$ cat src/rtl/usbdev_pkg.sv
// usbdev_pkg: PID codes, token encodings and endpoint FSM states shared by the endpoint controller
package usbdev_pkg;
  localparam logic [3:0] PID_ACK   = 4'b0010;
  localparam logic [3:0] PID_NAK   = 4'b1010;
  localparam logic [3:0] PID_STALL = 4'b1110;
  localparam logic [3:0] PID_DATA0 = 4'b0011;
  localparam logic [3:0] PID_DATA1 = 4'b1011;
  localparam logic [1:0] TOK_OUT   = 2'b00;
  localparam logic [1:0] TOK_IN    = 2'b01;
  localparam logic [1:0] TOK_SETUP = 2'b10;
  typedef enum logic [2:0] {IDLE, RX_DATA, TX_HS, TX_DATA, WAIT_ACK} state_t;
endpackage

$ cat src/rtl/usbdev_ep_flags.sv
// usbdev_ep_flags: per-endpoint ready flags and data toggles; host-side clears beat CPU arms, toggle_clr beats everything
module usbdev_ep_flags #(
  parameter int NUM_EP = 4,
  parameter int EPW    = 2
) (
  input  logic              clk,
  input  logic              rst,
  input  logic [EPW-1:0]    cur_ep,
  input  logic [NUM_EP-1:0] ep_in_arm,
  input  logic [NUM_EP-1:0] ep_out_arm,
  input  logic [NUM_EP-1:0] ep_toggle_clr,
  input  logic              in_clr,
  input  logic              in_flip,
  input  logic              out_clr,
  input  logic              out_flip,
  input  logic              setup_set,
  output logic [NUM_EP-1:0] in_rdy,
  output logic [NUM_EP-1:0] out_rdy,
  output logic [NUM_EP-1:0] in_tog,
  output logic [NUM_EP-1:0] out_tog
);
  logic [NUM_EP-1:0] sel;
  assign sel = NUM_EP'(1) << cur_ep;
  always_ff @(posedge clk or posedge rst)
    if (rst) begin
      in_rdy  <= '0;
      out_rdy <= '0;
      in_tog  <= '0;
      out_tog <= '0;
    end else begin
      in_rdy  <= (in_rdy | ep_in_arm) & ~(sel & {NUM_EP{in_clr}});
      out_rdy <= (out_rdy | ep_out_arm) & ~(sel & {NUM_EP{out_clr}});
      in_tog  <= ~ep_toggle_clr & ((in_tog ^ (sel & {NUM_EP{in_flip}})) | (sel & {NUM_EP{setup_set}}));
      out_tog <= ~ep_toggle_clr & ((out_tog ^ (sel & {NUM_EP{out_flip}})) | (sel & {NUM_EP{setup_set}}));
    end
endmodule

$ cat src/rtl/usbdev_ep_ctrl.sv
// usbdev_ep_ctrl: per-token response sequencer for the full-speed SIE; one transaction in flight at a time
module usbdev_ep_ctrl
  import usbdev_pkg::*;
#(
  parameter int NUM_EP      = 4,
  parameter int EPW         = 2,
  parameter int ACK_TIMEOUT = 64
) (
  input  logic              clk,
  input  logic              rst,
  input  logic              tok_valid,
  input  logic [1:0]        tok_type,
  input  logic [EPW-1:0]    tok_ep,
  input  logic              rx_pkt_valid,
  input  logic              rx_pkt_ok,
  input  logic              rx_pkt_data1,
  input  logic              rx_ack,
  output logic              tx_req,
  output logic [3:0]        tx_pid,
  input  logic              tx_done,
  input  logic [NUM_EP-1:0] ep_in_arm,
  input  logic [NUM_EP-1:0] ep_out_arm,
  input  logic [NUM_EP-1:0] ep_stall,
  input  logic [NUM_EP-1:0] ep_toggle_clr,
  output logic [NUM_EP-1:0] ep_in_rdy,
  output logic [NUM_EP-1:0] ep_out_rdy,
  output logic [NUM_EP-1:0] in_done,
  output logic [NUM_EP-1:0] out_done,
  output logic              setup_rcvd,
  output logic [EPW-1:0]    cur_ep,
  output logic              busy
);
  localparam int CW = $clog2(ACK_TIMEOUT + 1);
  state_t state, state_n;
  logic [1:0] tok, tok_n;
  logic [EPW-1:0] cur_ep_n;
  logic tx_req_n;
  logic [3:0] tx_pid_n;
  logic [CW-1:0] cnt, cnt_n;
  logic in_clr, in_flip, out_clr, out_flip, setup_set;
  logic [NUM_EP-1:0] in_tog, out_tog, sel;
  logic stall, in_r, out_r, in_t, out_t, out_match, abort;
  usbdev_ep_flags #(.NUM_EP(NUM_EP), .EPW(EPW)) u_flags (
    .clk(clk), .rst(rst), .cur_ep(cur_ep),
    .ep_in_arm(ep_in_arm), .ep_out_arm(ep_out_arm), .ep_toggle_clr(ep_toggle_clr),
    .in_clr(in_clr), .in_flip(in_flip), .out_clr(out_clr), .out_flip(out_flip), .setup_set(setup_set),
    .in_rdy(ep_in_rdy), .out_rdy(ep_out_rdy), .in_tog(in_tog), .out_tog(out_tog)
  );
  assign sel        = NUM_EP'(1) << cur_ep;
  assign stall      = ep_stall[cur_ep];
  assign in_r       = ep_in_rdy[cur_ep];
  assign out_r      = ep_out_rdy[cur_ep];
  assign in_t       = in_tog[cur_ep];
  assign out_t      = out_tog[cur_ep];
  assign out_match  = out_r && (rx_pkt_data1 == out_t);
  assign in_done    = sel & {NUM_EP{in_flip}};
  assign out_done   = sel & {NUM_EP{out_flip}};
  assign setup_rcvd = setup_set;
  assign busy       = state != IDLE;
  // A new token restarts from IDLE in states where nothing is being transmitted
  assign abort      = tok_valid && (state == IDLE || state == RX_DATA || state == WAIT_ACK);
  always_ff @(posedge clk or posedge rst)
    if (rst) begin
      state  <= IDLE;
      tok    <= TOK_OUT;
      cur_ep <= '0;
      tx_req <= 1'b0;
      tx_pid <= 4'b0000;
      cnt    <= '0;
    end else begin
      state  <= state_n;
      tok    <= tok_n;
      cur_ep <= cur_ep_n;
      tx_req <= tx_req_n;
      tx_pid <= tx_pid_n;
      cnt    <= cnt_n;
    end
  always_comb begin
    state_n   = state;
    tok_n     = tok;
    cur_ep_n  = cur_ep;
    tx_req_n  = tx_req;
    tx_pid_n  = tx_pid;
    cnt_n     = cnt;
    in_clr    = 1'b0;
    in_flip   = 1'b0;
    out_clr   = 1'b0;
    out_flip  = 1'b0;
    setup_set = 1'b0;
    case (state)
      RX_DATA: if (rx_pkt_valid) begin
        state_n   = rx_pkt_ok ? TX_HS : IDLE;
        tx_req_n  = rx_pkt_ok;
        setup_set = rx_pkt_ok && tok == TOK_SETUP;
        out_flip  = rx_pkt_ok && tok != TOK_SETUP && !stall && out_match;
        out_clr   = setup_set || out_flip;
        tx_pid_n  = (tok == TOK_SETUP) ? PID_ACK : stall ? PID_STALL : !out_r ? PID_NAK : PID_ACK;
      end
      TX_HS: if (tx_done) begin
        state_n  = IDLE;
        tx_req_n = 1'b0;
      end
      TX_DATA: if (!tx_req) begin
        tx_req_n = 1'b1;
        tx_pid_n = stall ? PID_STALL : !in_r ? PID_NAK : in_t ? PID_DATA1 : PID_DATA0;
        state_n  = (stall || !in_r) ? TX_HS : TX_DATA;
      end else if (tx_done) begin
        tx_req_n = 1'b0;
        state_n  = WAIT_ACK;
        cnt_n    = '0;
      end
      WAIT_ACK: begin
        in_flip = rx_ack;
        in_clr  = rx_ack;
        state_n = (rx_ack || cnt == CW'(ACK_TIMEOUT - 1)) ? IDLE : WAIT_ACK;
        cnt_n   = cnt + CW'(1);
      end
      default: ;
    endcase
    if (abort) begin
      in_clr    = 1'b0;
      in_flip   = 1'b0;
      out_clr   = 1'b0;
      out_flip  = 1'b0;
      setup_set = 1'b0;
      tx_req_n  = 1'b0;
      state_n   = (tok_type == TOK_IN) ? TX_DATA : (tok_type == TOK_OUT || tok_type == TOK_SETUP) ? RX_DATA : IDLE;
      tok_n     = (tok_type == 2'b11) ? tok : tok_type;
      cur_ep_n  = (tok_type == 2'b11) ? cur_ep : tok_ep;
    end
  end
endmodule

$ cat config.mk
export PLATFORM = sky130hd
export DESIGN_NAME = usbdev_ep_ctrl
export DESIGN_NICKNAME = d
export VERILOG_FILES = /design/src/rtl/usbdev_pkg.sv /design/src/rtl/usbdev_ep_flags.sv /design/src/rtl/usbdev_ep_ctrl.sv
export SDC_FILE = /design/constraint.sdc
export NUM_CORES = 1
export LEC_CHECK = 0
export BUFFER_PORTS_ARGS = -buffer_cell sky130_fd_sc_hd__buf_4
export CORE_MARGIN = 4
export CORE_UTILIZATION = 43
export DETAILED_ROUTE_END_ITERATION = 10
export GPL_ROUTABILITY_DRIVEN = 0
export HOLD_SLACK_MARGIN = 0.15
export PLACE_DENSITY_LB_ADDON = 0.2
export SLEW_MARGIN = 20
export SYNTH_ARGS = -nofsm -noshare
export SYNTH_HDL_FRONTEND = slang
export SYNTH_SLANG_ARGS = --single-unit
$ cat constraint.sdc
create_clock -name clk -period 3.5 [get_ports clk]
set_clock_uncertainty 0.1 [all_clocks]
set_input_delay 0.35 -clock clk [delete_from_list [all_inputs] [get_ports clk]]
set_output_delay 0.35 -clock clk [all_outputs]
set_load 0.1 [all_outputs]
==> results.yml <==
detailed_routing:
  wl_met2_mm: 2.194
  top_layer_used: "met4"
  vias: 1774
  finalWirelength_mm: 4.871
  drt_iter0_drc: 124
  firstDrtPassIters: 4
  dr_wl_met3_um: 378
  drc: 0
  via_per_inst: 5.614
  drt-met1-wl_mm: 2.270
  wl_per_cell_um: 15.41
  ant_nets: 0
timing:
  setup_ws_ns: 0.4257
  min_period_ns: 3.074
  drv_slew: 0
  hold_slack_ns: 0.1795
  max_slew_margin: 0.6083
  final-hold-violation-count: 0
  period_share: 0.8784
  max_freq_mhz: 325.3
  rsz0062_at_grt: "false"
  finalSetupViolations: 0
  setup_tns_ns: 0
  worst_slew_pin_slew_ns: 0.5727
grt:
  grt_max_degree: 36
  grt_overflow_total: 0
  grt_usage: 0.1693
  antenna_found_initial: 0
  grt_pass1_wl_mm: 8.238
  grt_pass1_vias: 1728
layout:
  design_area_um2: 2559
  drive_above_1_share: 0.2992
  diodes: 0
  final_cells: 316
  area_growth_pct: 27.97
  postLayoutCoreUtil: 0.5796
  fillers: 394
  fin_nets: 292
synthesis:
  netlist_area_um2: 1999
  ys.warnings.count: 0
  syn_area_per_cell_um2: 9.659
  synth_seq_cells: 35
  synth-async-reset-ratio: 1.000
  synth_edf_count: 0
  ys_types: 46
  seq_area_frac_synth: 0.4380
  syn-num-nets: 236
  synthFlopType: "dfrtp_1"
  synthCells: 207
floorplanning:
  die_w_um: 76.19
  core_area_um2: 4414
  start_util: 0.4529
  die_h_um: 76.19
  num_io_pins: 53
  design.die.area_um2: 5805
  floorplan.rows: 24
status:
  outcome: "completed"
hold_path:
  hold_class: "in2reg"
job:
  maxCapViolations: 0
critical_path:
  crit_chain: "mux4_2 -> nor2b_1 -> nand3_1 -> nor3_2 -> buf_4"
  critPathSlowestCell: "dfrtp_1"
  worst-endpoint-arrival_ns: 2.62
  start_kind: "flip-flop"
  crit_fanout: 16
  worstSetupEndpointType: "primary output"
  critPathKind: "reg2out"
  cpPeakStageDelay_ns: 0.69
  crit_required_ns: 3.05
power:
  cellPowerDensity_nw_per_um2: 697.2
  finalPower_mw: 1.784
  ir_drop_mv: 0.3141
  p_leak_nw: 1.101
clocking:
  cts_buffers: 5
  cts_max_level: 2
  clock-sinks: 35
  clk_path_buf_depth: 2
  cts_resized: 0
  clkLatencyLatePin_ns: 0.28
  root_buffer: "clkbuf_8"
  cts_tree: "built"
  path_clk_slew_ns: 0.07
placed_design:
  place_ws_ns: 0.7596
  dpl_cell_area_um2: 2427
  dpl.hpwl_mm: 3.600
  io_buffers: 52
  dp_cells: 303
-- path summary, 6_finish.rpt --
kind                                  startpoint                      endpoint  slack (ns)  depth (start not counted)
max                        cur_ep[1]$_DFFE_PP0P_                   out_done[0]        0.43                          5
max reg2reg                cur_ep[1]$_DFFE_PP0P_  u_flags.out_tog[1]$_DFF_PP0_        1.21                          4
max in group asynchronous                    rst            cnt[3]$_DFFE_PP0P_        2.36                          4
min in group asynchronous                    rst         cur_ep[1]$_DFFE_PP0P_        0.64                          4
min reg2reg                tx_pid[1]$_DFFE_PP0P_         tx_pid[1]$_DFFE_PP0P_        0.37                          1
min                                 ep_in_arm[1]   u_flags.in_rdy[1]$_DFF_PP0_        0.18                          3
-- cell usage after synthesis, types with 2 or more instances --
| cell | count | area [µm²] |
|---|---|---|
| xor2_1 | 5 | 43.79 |
| nor3b_2 | 2 | 25.02 |
| mux4_1 | 2 | 52.55 |
| clkbuf_1 | 6 | 22.52 |
| mux2_2 | 4 | 45.04 |
| nor2_1 | 29 | 108.9 |
| nand4_1 | 6 | 37.54 |
| mux4_2 | 3 | 67.56 |
| o32a_1 | 2 | 20.02 |
| nand2_1 | 18 | 67.56 |
| nor2b_1 | 3 | 18.77 |
| and3_1 | 3 | 18.77 |
| nand3_1 | 4 | 20.02 |
| buf_6 | 2 | 22.52 |
| a31oi_1 | 3 | 18.77 |
| inv_1 | 8 | 30.03 |
| a31o_2 | 2 | 17.52 |
| nor3_1 | 6 | 30.03 |
| a21oi_1 | 14 | 70.07 |
| nand2b_1 | 7 | 43.79 |
| o21a_1 | 4 | 30.03 |
| a221oi_1 | 4 | 35.03 |
| buf_2 | 3 | 15.01 |
| dfrtp_1 | 35 | 875.8 |
| o21ai_0 | 11 | 55.05 |
-- cells in the final DEF, fill, tap and decap left out, types with 4 or more instances in the layout --
| master | n |
|---|---|
| nor2_1 | 29 |
| a21oi_1 | 14 |
| dlygate4sd3_1 | 5 |
| clkbuf_8 | 5 |
| xor2_1 | 5 |
| o21ai_0 | 11 |
| mux2_2 | 4 |
| nor3_1 | 4 |
| nand3_1 | 4 |
| o21a_1 | 4 |
| inv_1 | 8 |
| buf_4 | 55 |
| nand2b_1 | 7 |
| dfrtp_1 | 35 |
| a221oi_1 | 4 |
| nand2_1 | 18 |
| nand4_1 | 6 |
-- layer usage --
| layer | track usage | vias up |
|---|---|---|
| li1 | - | 859 |
| met1 | 0.2379 | 853 |
| met2 | 0.2560 | 60 |
| met3 | 0.05437 | 2 |
| met4 | 0.03671 | 0 |
| met5 | 0 | - |
-- critical path: cells and delay by family, from the launching register on --
| kind | cells | cell delay [ns] |
|---|---|---|
| and+or+nand+nor | 3 | 0.91 |
| DFF | 1 | 0.69 |
| muxes | 1 | 0.42 |
| buffers and inverters | 1 | 0.32 |
-- logic make-up after synthesis --
family	count (synthesis)	share of synthesized area
compound gates	48	0.1583
xor+xnor	7	0.04005
flops	35	0.4380
fa+ha+maj	1	0.006257
mux	9	0.08260
buf+inv	19	0.04505
simple gates	88	0.2297
-- flip-flops by register name, summed over array words and instances (netlist names) --
register	flops
u_flags.out_rdy	4
tx_pid	4
state	3
u_flags.in_tog	4
cur_ep	2
tok	2
u_flags.in_rdy	4
u_flags.out_tog	4
tx_req	1
cnt	7
-- report_power, final --
| part | internal [mW] | leakage [nW] | switching, mW |
|---|---|---|---|
| Sequential | 0.504 | 0.412 | 0.137 |
| Clock | 0.140 | 0.0422 | 0.135 |
| Combinational | 0.276 | 0.646 | 0.592 |
-- area by class of cell --
type / instances / area [µm²] / area share
clock inverter: 1 / 5.005 / 0.001956
multi-input combinational: 153 / 1044 / 0.4078
inverter: 8 / 30.03 / 0.01174
sequential: 35 / 875.8 / 0.3423
clock buffer: 7 / 76.32 / 0.02983
timing repair buffer: 60 / 462.9 / 0.1809
tap: 52 / 65.06 / 0.02543
-- repair_timing --
action	CTS	global route
setup endpoints to repair	0	0
hold endpoints to repair	40	0
setup buffers	0	0
hold buffers	5	0
(Power assumes the default switching activity.)
